**config.mk**
```make
export PLATFORM = sky130hd
export DESIGN_NAME = delay_lfo_flat
export DESIGN_NICKNAME = d
export VERILOG_FILES = /design/src/rtl/delay_pkg.sv /design/src/rtl/delay_lfo_if.sv /design/src/rtl/delay_lfo_shaper.sv /design/src/rtl/delay_lfo.sv /design/src/flat_wrapper.sv
export SDC_FILE = /design/constraint.sdc
export NUM_CORES = 1
export LEC_CHECK = 0
export BUFFER_PORTS_ARGS = -buffer_cell sky130_fd_sc_hd__buf_2
export CAP_MARGIN = 30
export CORE_AREA = 2 2 170 172
export CTS_BUF_LIST = sky130_fd_sc_hd__clkbuf_4
export CTS_CLUSTER_DIAMETER = 120
export DETAILED_ROUTE_END_ITERATION = 10
export DIE_AREA = 0 0 172 174
export RECOVER_POWER = 100
export SYNTH_ARGS = -nofsm -noshare
export SYNTH_HDL_FRONTEND = slang
export SYNTH_SLANG_ARGS = --single-unit
```
**constraint.sdc**
```tcl
create_clock -name clk -period 8.3 [get_ports clk]
set_input_delay 0.415 -clock clk [delete_from_list [all_inputs] [get_ports clk]]
set_output_delay 0.415 -clock clk [all_outputs]
set_load 0.1 [all_outputs]
```
**src/rtl/delay_pkg.sv**
```systemverilog
// Shared encodings and Q15 constants for the delay-line LFO.
package delay_pkg;

    typedef enum logic [1:0] {
        WAVE_TRI = 2'b00,
        WAVE_SQR = 2'b01,
        WAVE_SAW = 2'b10,
        WAVE_OFF = 2'b11
    } wave_e;

    localparam logic signed [15:0] Q15_MAX   = 16'sd32767;
    localparam logic signed [15:0] Q15_ROUND = 16'sd16384;

    localparam int LFO_PHASE_W = 24;
    localparam int LFO_OUT_W   = 16;
    localparam int LFO_DEPTH_W = 8;

endpackage

```
**src/rtl/delay_lfo_if.sv**
```systemverilog
// LFO control/output bundle. Valid-only stream: mod_valid qualifies mod_val and
// cycle_pulse for exactly one clk; there is no backpressure, the consumer must take it.
interface delay_lfo_if #(
    parameter int PHASE_W = 24,
    parameter int DEPTH_W = 8,
    parameter int OUT_W   = 16
);
    logic                      en;
    logic                      sync;
    logic [PHASE_W-1:0]        rate;
    logic [DEPTH_W-1:0]        depth;
    logic [1:0]                wave_sel;
    logic signed [OUT_W-1:0]   mod_val;
    logic                      mod_valid;
    logic                      cycle_pulse;

    modport master (
        output en, sync, rate, depth, wave_sel,
        input  mod_val, mod_valid, cycle_pulse
    );

    modport slave (
        input  en, sync, rate, depth, wave_sel,
        output mod_val, mod_valid, cycle_pulse
    );
endinterface

```
**src/rtl/delay_lfo_shaper.sv**
```systemverilog
// Stage 2: maps the top 16 phase bits to a Q15 waveform and carries the
// valid/wrap bits alongside so they stay aligned with the shaped value.
module delay_lfo_shaper
    import delay_pkg::*;
(
    input  logic               clk,
    input  logic               rst_n,
    input  logic               v1_i,
    input  logic               w1_i,
    input  logic [15:0]        u_i,
    input  wave_e              wave_sel_i,
    output logic               v2_o,
    output logic               w2_o,
    output logic signed [15:0] shape_o
);
    logic [14:0]        fold;
    logic signed [16:0] tri_w;
    logic [15:0]        saw;
    logic signed [15:0] shape_d;
    logic signed [15:0] shape_q;
    logic               v2_q;
    logic               w2_q;

    always_comb begin
        fold    = u_i[15] ? ~u_i[14:0] : u_i[14:0];
        tri_w   = $signed({1'b0, fold, 1'b0}) - 17'sd32767;
        saw     = {~u_i[15], u_i[14:0]};
        shape_d = '0;
        case (wave_sel_i)
            WAVE_TRI: shape_d = tri_w[15:0];
            WAVE_SQR: shape_d = u_i[15] ? -Q15_MAX : Q15_MAX;
            // -32768 is pulled in by one LSB so the saw swings symmetrically
            WAVE_SAW: shape_d = (saw == 16'h8000) ? -Q15_MAX : $signed(saw);
            WAVE_OFF: shape_d = '0;
            default:  shape_d = '0;
        endcase
    end

    always_ff @(posedge clk or negedge rst_n) begin
        if (!rst_n) begin
            v2_q    <= 1'b0;
            w2_q    <= 1'b0;
            shape_q <= '0;
        end else begin
            v2_q <= v1_i;
            w2_q <= w1_i;
            if (v1_i) begin
                shape_q <= shape_d;
            end
        end
    end

    assign v2_o    = v2_q;
    assign w2_o    = w2_q;
    assign shape_o = shape_q;
endmodule

```
**src/rtl/delay_lfo.sv**
```systemverilog
// Modulation LFO for delay_core: phase accumulator, waveform shaper and
// depth scaling, producing one registered signed mod_val per sample strobe.
module delay_lfo
    import delay_pkg::*;
#(
    parameter int PHASE_W = LFO_PHASE_W,
    parameter int OUT_W   = LFO_OUT_W,
    parameter int DEPTH_W = LFO_DEPTH_W
) (
    input  logic        clk,
    input  logic        rst_n,
    delay_lfo_if.slave  bus
);
    localparam int PROD_W = 16 + DEPTH_W + 2;

    logic [PHASE_W-1:0] phase_d, phase_q;
    logic [PHASE_W:0]   sum_ext;
    logic               v1_q, w1_q;
    logic               v2, w2;
    logic signed [15:0] shape;

    logic signed [PROD_W-1:0] shape_ext, depth_ext, prod, rounded, scaled;
    logic signed [OUT_W-1:0]  mod_val_d, mod_val_q;
    logic                     mod_valid_q, cycle_pulse_q;

    // Stage 1: phase accumulator; the adder carry marks a completed LFO period
    always_comb begin
        sum_ext = {1'b0, phase_q} + {1'b0, bus.rate};
        phase_d = phase_q;
        if (bus.sync) begin
            phase_d = '0;
        end else if (bus.en) begin
            phase_d = sum_ext[PHASE_W-1:0];
        end
    end

    always_ff @(posedge clk or negedge rst_n) begin
        if (!rst_n) begin
            phase_q <= '0;
            v1_q    <= 1'b0;
            w1_q    <= 1'b0;
        end else begin
            phase_q <= phase_d;
            v1_q    <= bus.en;
            w1_q    <= bus.sync | sum_ext[PHASE_W];
        end
    end

    delay_lfo_shaper u_shaper (
        .clk        (clk),
        .rst_n      (rst_n),
        .v1_i       (v1_q),
        .w1_i       (w1_q),
        .u_i        (phase_q[PHASE_W-1 -: 16]),
        .wave_sel_i (wave_e'(bus.wave_sel)),
        .v2_o       (v2),
        .w2_o       (w2),
        .shape_o    (shape)
    );

    // Stage 3: Q15 x depth, round half up, back to whole samples
    always_comb begin
        shape_ext = PROD_W'(shape);
        depth_ext = PROD_W'(bus.depth);
        prod      = shape_ext * depth_ext;
        rounded   = prod + PROD_W'(Q15_ROUND);
        scaled    = rounded >>> 15;
        mod_val_d = scaled[OUT_W-1:0];
    end

    always_ff @(posedge clk or negedge rst_n) begin
        if (!rst_n) begin
            mod_val_q     <= '0;
            mod_valid_q   <= 1'b0;
            cycle_pulse_q <= 1'b0;
        end else begin
            mod_valid_q   <= v2;
            cycle_pulse_q <= v2 & w2;
            if (v2) begin
                mod_val_q <= mod_val_d;
            end
        end
    end

    assign bus.mod_val     = mod_val_q;
    assign bus.mod_valid   = mod_valid_q;
    assign bus.cycle_pulse = cycle_pulse_q;
endmodule

```
**src/flat_wrapper.sv**
```systemverilog
// flat-port wrapper written by rule: the top's interface ports become plain ports
module delay_lfo_flat import delay_pkg::*;
#(
    parameter int PHASE_W = LFO_PHASE_W,
    parameter int OUT_W   = LFO_OUT_W,
    parameter int DEPTH_W = LFO_DEPTH_W
)
  (clk, rst_n, bus_en, bus_sync, bus_rate, bus_depth, bus_wave_sel, bus_mod_val, bus_mod_valid, bus_cycle_pulse);
  delay_lfo_if #(.PHASE_W(PHASE_W), .DEPTH_W(DEPTH_W), .OUT_W(OUT_W)) bus_i ();
  input  logic clk;
  input  logic rst_n;
  input wire logic [$bits(bus_i.en)-1:0] bus_en;
  input wire logic [$bits(bus_i.sync)-1:0] bus_sync;
  input wire logic [$bits(bus_i.rate)-1:0] bus_rate;
  input wire logic [$bits(bus_i.depth)-1:0] bus_depth;
  input wire logic [$bits(bus_i.wave_sel)-1:0] bus_wave_sel;
  output wire logic [$bits(bus_i.mod_val)-1:0] bus_mod_val;
  output wire logic [$bits(bus_i.mod_valid)-1:0] bus_mod_valid;
  output wire logic [$bits(bus_i.cycle_pulse)-1:0] bus_cycle_pulse;
  assign bus_i.en = bus_en;
  assign bus_i.sync = bus_sync;
  assign bus_i.rate = bus_rate;
  assign bus_i.depth = bus_depth;
  assign bus_i.wave_sel = bus_wave_sel;
  assign bus_mod_val = bus_i.mod_val;
  assign bus_mod_valid = bus_i.mod_valid;
  assign bus_cycle_pulse = bus_i.cycle_pulse;
  delay_lfo #(.PHASE_W(PHASE_W), .OUT_W(OUT_W), .DEPTH_W(DEPTH_W)) u_core (.clk(clk), .rst_n(rst_n), .bus(bus_i));
endmodule
```
* After elaboration in Yosys (flattened, before gate mapping)
Cells that the tools add are included. Widths: inputs -> output; s select.
Cells by class: reduce and logical (&&, ||, !) cells 2, equality and inequality tests 4, mux-type cells 6, bitwise operators 4, add/subtract/negate cells 3, order comparisons 0, shifts and indexed selects 0, divide/modulo/power cells 0, $mul 1
Operators by type and width (number):
- $pmux 16 s4 | 1
- $mux 24 | 2
- $mux 16 | 2
- $add 25x16->26 const B | 1
- $add 24x24->25 | 1
- $mul 16x9->25 | 1
- $eq 16x16->1 const B | 1
- $sub 16x15->16 const B | 1
- $mux 15 | 1
- $not 15->15 | 1
- $eq 2x2->1 const B | 2
- $eq 2x1->1 const B | 1
- $logic_not 2->1 | 1
- $reduce_bool 2->1 | 1
- $and 1x1->1 | 1
- $not 1->1 | 1
- $or 1x1->1 | 1
Storage, ports and cells: ROM bits 0, bits of input ports 38, bits in latches 0, memories kept 0, memory bits (writable) 0, logic and storage cells 29, register bits 57, output and inout bits 18

* Depth between registers and ports, before layout
Gate-level depths: netlist of run 1.
depth in word-level cells 4, mapped depth 19

* Hierarchy
Synthesis of run 1 repeated with hierarchy kept, for this count alone.
Unflattened totals: cell total of the unflattened synthesis 912, area, all modules 8343.0 um2
By module, submodules not included:
- delay_lfo | times used 1, area each 7278.2 um2, cells each 792, sequential area each 975.9 um2
- delay_lfo_shaper | times used 1, area each 1064.8 um2, cells each 120, sequential area each 450.4 um2

* Worst setup path before layout of run 1
OpenSTA, ideal clock, no wires.
path kind input to register, start input port bus_depth[1], end register u_core.mod_val_q[7], in the netlist u_core.bus.mod_val[7], cell stages on the path 16, setup time 0.125 ns, buffers on the path 1, data required time 8.175 ns, arrival 5.040 ns, slack 3.135 ns, path through clkbuf_1 -> nand2_1 -> fa_1 -> inv_1 -> fa_1 -> fa_1 -> fa_1 -> fa_1 -> ha_1 -> and4_1 -> nand4_1 -> or3b_4 -> a21oi_4 -> o221ai_2 -> xnor2_1 -> mux2_2
Between the ends: cells in the longest elaborated chain, start to end 2
Ends and longest elaborated chain:
- start, declared | RTL line flat_wrapper.sv:15 | input wire logic [$bits(bus_i.depth)-1:0] bus_depth;
- $mul 16x9->25 | RTL line delay_lfo.sv:65 | prod = shape_ext * depth_ext;
- $add 25x16->26 | RTL line delay_lfo.sv:66 | rounded = prod + PROD_W'(Q15_ROUND);
- end signal, assigned | RTL line delay_lfo.sv:80 | mod_val_q <= mod_val_d;
- end, declared | RTL line delay_lfo.sv:23 | logic signed [OUT_W-1:0] mod_val_d, mod_val_q;
Every way passes these cells. A chain may end at the register's enable or synchronous reset.

* Worst setup path after layout of run 1
start register u_core.u_shaper.shape_q[5], in the netlist u_core.u_shaper.shape_o[5], end register u_core.mod_val_q[9], in the netlist u_core.bus.mod_val[9]
Between the ends: cells in the longest elaborated chain, start to end 2
Ends and longest elaborated chain:
- start, declared | RTL line delay_lfo_shaper.sv:20 | logic signed [15:0] shape_q;
- start signal, assigned | RTL line delay_lfo_shaper.sv:48 | shape_q <= shape_d;
- $mul 16x9->25 | RTL line delay_lfo.sv:65
- $add 25x16->26 | RTL line delay_lfo.sv:66
Every way passes these cells.

==> results.toml, run 1 <==
[clocking]
clock-sinks = 57
htree_levels = 3
cts_buffers = 9
post_cts_buffers = 0
clock_latency_ns = 0.44
cts_tree = "built"
cts_hold_buffers = 0
cts_buffer_depth = 2
cts_resized = 0
clk_pin_slew_ns = 0.11
clk_root_buffer_cell = "clkbuf_4"

[placed_design]
dp.cells = 1326
port_buffers = 55
place_hpwl_mm = 14.94
gp_congestion = 0.7971

[synth]
synth_edf_count = 0
synthArstFlopShare = 1.000
synth_area_mm2 = 0.008294
synth.avg_cell_area_um2 = 8.919
yosys_warnings = 0
yosys.area.top_type_share = 0.2534
yosysSeqAreaShare = 0.1720
syn-num-nets = 1162
syn_inst = 930
yosysTopAreaCell = "fa_1"
ys.flop_type = "dfrtp_1"
ys_seq_elements = 57
synthTopCellsByArea = "fa_1 25%, dfrtp_1 17%, ha_1 13%, inv_1 5.5%, and2_1 4.8%"
ys_types = 69

[floorplan]
fp.dieH_um = 174
core_mm2 = 0.02824
ios = 56
rows = 62
start_util = 0.2937
die-area_mm2 = 0.02993
die_w_um = 172

[global_route]
overflow = 0
antenna_found_initial = 3
grt_usage = 0.1344
grt_pass1_vias = 6320
grt_max_degree = 58
grt_first_pass_wirelength_mm = 32.11

[worst_setup_path]
critical_path_arrival_ns = 6.15
worst-path-buf-inv = 3
rr_startpoint = "u_core.u_shaper.shape_o[5]"
critPathLaunchType = "flip-flop"
crit_family = "adder cells"
slowest_delay_ns = 0.56
cp_common_cell = "fa_1"
worstReg2RegEnd = "u_core.bus.mod_val[9]"
crit_slowest_cell = "dfrtp_1"
reg2reg_slack_ns = 2.47
crit_fanout = 9
critical_path_class = "flip-flop to flip-flop"
startpoint = "u_core.u_shaper.shape_o[5]"
cp-end-kind = "flip-flop"
reg2reg_depth = 17
cp_cell_sequence = "nand2_1 > fa_1 > inv_1 > fa_1 > inv_1 > fa_1 > inv_1 > fa_1 > ha_1 > ha_1 > nand4_1 > o31ai_1 > or3b_1 > a21oi_1 > o21ai_0 > xnor2_1 > mux2_2"
critical_path_required_ns = 8.62

[layout]
layout_commonest_cell = "inv_1"
fin_cells = 1342
fillCellCount = 3021
layout-drive-gt1-share = 0.06067
final_cell_mix = "122 x inv_1, 105 x fa_1, 97 x nand2_1"
num-nets-final = 1185
layout-area-overhead-vs-synth_pct = 7.467

[detailed_routing]
first_iter_violations = 306
final_antenna_net_count = 0
wire_per_inst_um = 14.12
post_drt_via_cell_ratio = 4.715
drt_wl_total_mm = 18.95
drt_pass1_iterations = 5
num_vias = 6328
drc = 0

[timing]
max_slew_margin = -1.138
max_freq_mhz = 171.5
slew_violations = 102
period_minus_slack_ns = 5.832
grt_setup_unrepaired = "no"
timing.setup.tns_ns = 0
hold_violations = 0
worst_pin_slew_ns = 3.207
clock_skew_ns = 0.02248
fin_worst_hold_slack_ns = 0.3364
setup_violations = 0
fin_crit_sh = 0.7026

[hold_path]
whs_endpoint = "u_core.phase_q[0]"
hold_path.class = "input port to flip-flop"
hp-start = "bus_rate[0]"
min_path_cells = 4

[status]
outcome = "finished with violations"
violations = "capacitance limit, slew limit"

[job]
cap_violations = 2
-- Yosys cell counts (all sizes together) (3+ instances only) --
cell    instances
a211o           3
a211oi          5
a21o           10
a21oi          64
a311oi          4
a31oi           4
and2           63
and3            4
and4            3
buf             8
clkbuf         37
dfrtp          57
fa            105
ha             89
inv           122
mux2            9
mux2i           9
nand2          98
nand2b         10
nand3           6
nand3b          6
nand4           8
nor2           75
nor2b           5
nor3            7
nor3b           5
o211ai          5
o21a            4
o21ai          22
o21bai          3
o221ai          4
o22ai           3
o31ai           3
xnor2          29
xor2            7
-- layer usage --
metal  wire length (um)  global-route usage
met1               9048              0.1918
met2               8860              0.2100
met3                741             0.01981
met4                288             0.04062
met5                 13                   0
-- worst max path at each step --
| stage | endpoint | slack [ns] | depth (start not counted) |
|---|---|---|---|
| final | u_core.bus.mod_val[9] | 2.47 | 17 |
| after global routing | u_core.bus.mod_val[7] | 2.07 | 17 |
| after CTS | u_core.bus.mod_val[9] | 2.92 | 17 |
| after detailed placement | u_core.bus.mod_val[9] | 2.74 | 16 |
| after global placement | u_core.bus.mod_val[7] | 2.83 | 18 |
| after floorplan | u_core.bus.mod_val[7] | 3.13 | 16 |
-- metrics by stage --
step                cell area, um^2  setup WS (ns)    util
CTS                            8970          2.921  0.3177
global placement               8877          2.829  0.3144
detailed placement             8877          2.735  0.3144
finish                         8914          2.468  0.3157
global route                   8911          2.073  0.3156
floorplan                      8294          3.135       -
-- final cells by class --
type	instances	area (um^2)	area share
diodes	2	5.005	0.0005615
clock buffers	9	67.56	0.007580
clock inverters	5	25.02	0.002807
inverters	123	461.7	0.05180
multi-input cells	705	6190	0.6944
flip-flops and latches	57	1426	0.1600
well taps	384	480.5	0.05390
repair buffers	57	257.7	0.02892
-- tightest hold or removal path: cells and delay by family --
family | cells | cell delay, ns
adders and majority gates | 1 | 0.12
and+or+nand+nor | 1 | 0.08
muxes | 1 | 0.06
buffers and inverters | 1 | 0.08
-- sequential cells by signal, summed over array words and instances (netlist names) --
register                 count
u_core.phase_q              24
u_core.u_shaper.shape_o     16
u_core.bus.mod_val          11
u_core.bus.cycle_pulse       1
u_core.bus.mod_valid         1
u_core.u_shaper.v2_o         1
u_core.u_shaper.w2_o         1
u_core.v1_q                  1
u_core.w1_q                  1
-- logic make-up after synthesis --
family	count (synthesis)	share of synthesized area
flip-flops	57	0.1720
adder cells (fa/ha/maj)	194	0.3877
buffers and inverters	168	0.07829
XOR/XNOR	36	0.03801
multiplexers	18	0.02353
AO/OA/AOI/OAI	151	0.1175
AND/OR/NAND/NOR	306	0.1830
Power of run 1 is not shown: default switching activity piles up to over one toggle a cycle in this logic, so the estimate is an artifact.
==> inputs of run 2 (changes only) <==
==> constraint.sdc (replaced) <==
create_clock -name clk -period 5.14 [get_ports clk]
set_input_delay 0.257 -clock clk [delete_from_list [all_inputs] [get_ports clk]]
set_output_delay 0.257 -clock clk [all_outputs]
set_load 0.1 [all_outputs]
==> run 2 against run 1 <==
  * The run still ends with capacitance limit, slew limit left
  * Die area unchanged
  * Cell area up 7.4%
  * Critical path depth down 2
  * Routed wire length up 3.5%
  * Hold slack worse by 0.14 ns
  * Worst setup slack worse by 2.4 ns
  * Sequential share of layout area down 1.0 points
  * Fmax up 14%
  * Clock skew up 0.0014 ns
  * Register-to-register slack worse by 2.4 ns
  * Global-route usage up 0.25 points
  * Via count up 2.4%
  * Largest cell class unchanged
==> results.toml, run 2 (same netlist as run 1, synthesis figures left out) <==
[timing]
max_slew_margin = -0.3346
grt_setup_unrepaired = "yes"
max_freq_mhz = 195.7
setup_violations = 0
worst_pin_slew_ns = 2.002
clock_skew_ns = 0.02388
fin_crit_sh = 0.9940
period_minus_slack_ns = 5.109
hold_violations = 0
slew_violations = 44
fin_worst_hold_slack_ns = 0.1922
postLayoutSetupSlackWorst_ns = 0.03083

[layout]
final_cell_mix = "121 x inv_1, 101 x fa_1, 92 x nand2_1"
register_area_mm2 = 0.001435
top_register = "u_core.phase_q"
layout-drive-gt1-share = 0.1599
num-nets-final = 1235
fillCellCount = 2981
layout_commonest_cell = "inv_1"
multi_input_area_mm2 = 0.006335
layout-area-overhead-vs-synth_pct = 15.45
fin_cells = 1393
fin_area_mm2 = 0.009575
largest_register_ffs = 24

[clocking]
htree_levels = 3
clk_root_buffer_cell = "clkbuf_4"
clk_pin_slew_ns = 0.10
clock-sinks = 57
cts_tree = "built"
cts_buffers = 9
clock_latency_ns = 0.45
cts_buffer_depth = 2

[worst_setup_path]
critical_path_arrival_ns = 5.44
crit_slowest_cell = "fa_1"
worst-path-buf-inv = 1
cp_cell_sequence = "nand2_2 > fa_1 > fa_1 > inv_1 > fa_1 > fa_1 > fa_1 > ha_1 > and4_1 > nand4_1 > or3b_4 > a21oi_4 > o221ai_4 > xnor2_1 > mux2_2"
cp-end-kind = "flip-flop"
rr_startpoint = "u_core.u_shaper.shape_o[8]"
critical_path_required_ns = 5.47
worstReg2RegEnd = "u_core.bus.mod_val[7]"
reg2reg_depth = 15
slowest_delay_ns = 0.54
critical_path_class = "flip-flop to flip-flop"
cp_num_cells = 15
critPathLaunchType = "flip-flop"
crit_family = "adder cells"
crit_fanout = 7
reg2reg_slack_ns = 0.03
cp_common_cell = "fa_1"

[global_route]
antenna_found_initial = 2
grt_pass1_vias = 6662
grt_first_pass_wirelength_mm = 32.80
grt_usage = 0.1369
grt_max_degree = 58
overflow = 0

[placed_design]
dp.cells = 1370
place_hpwl_mm = 15.91
dp_slack_ns = -0.07622
port_buffers = 55
place_area_mm2 = 0.009220
gp_congestion = 0.8277

[floorplan]
die-area_mm2 = 0.02993
start_util = 0.2937
ios = 56
fp.dieH_um = 174
rows = 62
core_mm2 = 0.02824
die_w_um = 172

[hold_path]
hp-start = "bus_rate[0]"
hold_path.class = "input port to flip-flop"
min_path_cells = 4
whs_endpoint = "u_core.phase_q[0]"

[detailed_routing]
post_drt_via_cell_ratio = 4.650
num_vias = 6478
first_iter_violations = 364
wire_per_inst_um = 14.08
final_antenna_net_count = 0
drt_wl_total_mm = 19.61
drt_pass1_iterations = 4
drc = 0

[status]
outcome = "finished with violations"
violations = "capacitance limit, slew limit"

[job]
cap_violations = 1
run 2: changes by cell type in the layout (fill, tap and decap cells not counted), sizes merged:
cell	change
buf	+70
bufinv	+3
clkbuf	-21
clkinv	-1
clkinvlp	-1
dlygate4sd3	+1
run 2: area by class of cell:
class / count / area share
Inverter: 123 / 0.04822
Antenna cell: 2 / 0.0005227
Sequential cell: 57 / 0.1499
Clock buffer: 9 / 0.007056
Timing Repair Buffer: 107 / 0.07134
Tap cell: 384 / 0.05018
Multi-Input combinational cell: 705 / 0.6616
Clock inverter: 6 / 0.01124
run 2: worst max path at each step:
| stage | from | endpoint |
|---|---|---|
| after global placement | bus_depth[3] | u_core.bus.mod_val[7] |
| after detailed placement | bus_depth[2] | u_core.bus.mod_val[7] |
| after global routing | u_core.u_shaper.shape_o[8] | u_core.bus.mod_val[7] |
| after CTS | u_core.u_shaper.shape_o[12] | u_core.bus.mod_val[7] |
| final | u_core.u_shaper.shape_o[8] | u_core.bus.mod_val[7] |
| after floorplan | u_core.u_shaper.shape_o[13] | u_core.bus.mod_val[7] |
run 2: what timing repair did:
| item | in CTS | in global routing |
|---|---|---|
| setup endpoints to repair | 1 | 7 |
| hold endpoints to repair | 57 | 0 |
| pin swaps | 0 | 14 |
| gates resized for setup | 3 | 27 |
| buffers inserted | 0 | 5 |
| hold buffers | 1 | 0 |
run 2: metal layers:
metal / routed length, um / global-route usage / vias up / part of all wire
met2: 9068 / 0.2164 / 98 / 0.46
met3: 706 / 0.02072 / 21 / 0.036
li1: - / - / 3189 / -
met4: 286 / 0.03957 / 0 / 0.015
met5: 0 / 0 / - / 0
met1: 9552 / 0.1937 / 3170 / 0.49
run 2: tightest hold or removal path: cells and delay by family:
family,cells,cell delay (ns)
buf+inv,1,0.08
mux,1,0.06
simple gates,1,0.08
fa+ha+maj,1,0.12
run 2: metrics by stage:
stage / setup TNS (ns) / util
floorplan: 0 / -
global placement: 0 / 0.3265
detailed placement: -0.2194 / 0.3265
CTS: 0 / 0.3332
global route: -0.6726 / 0.3390
finish: 0 / 0.3391
Power of run 2 is left out for the same reason.
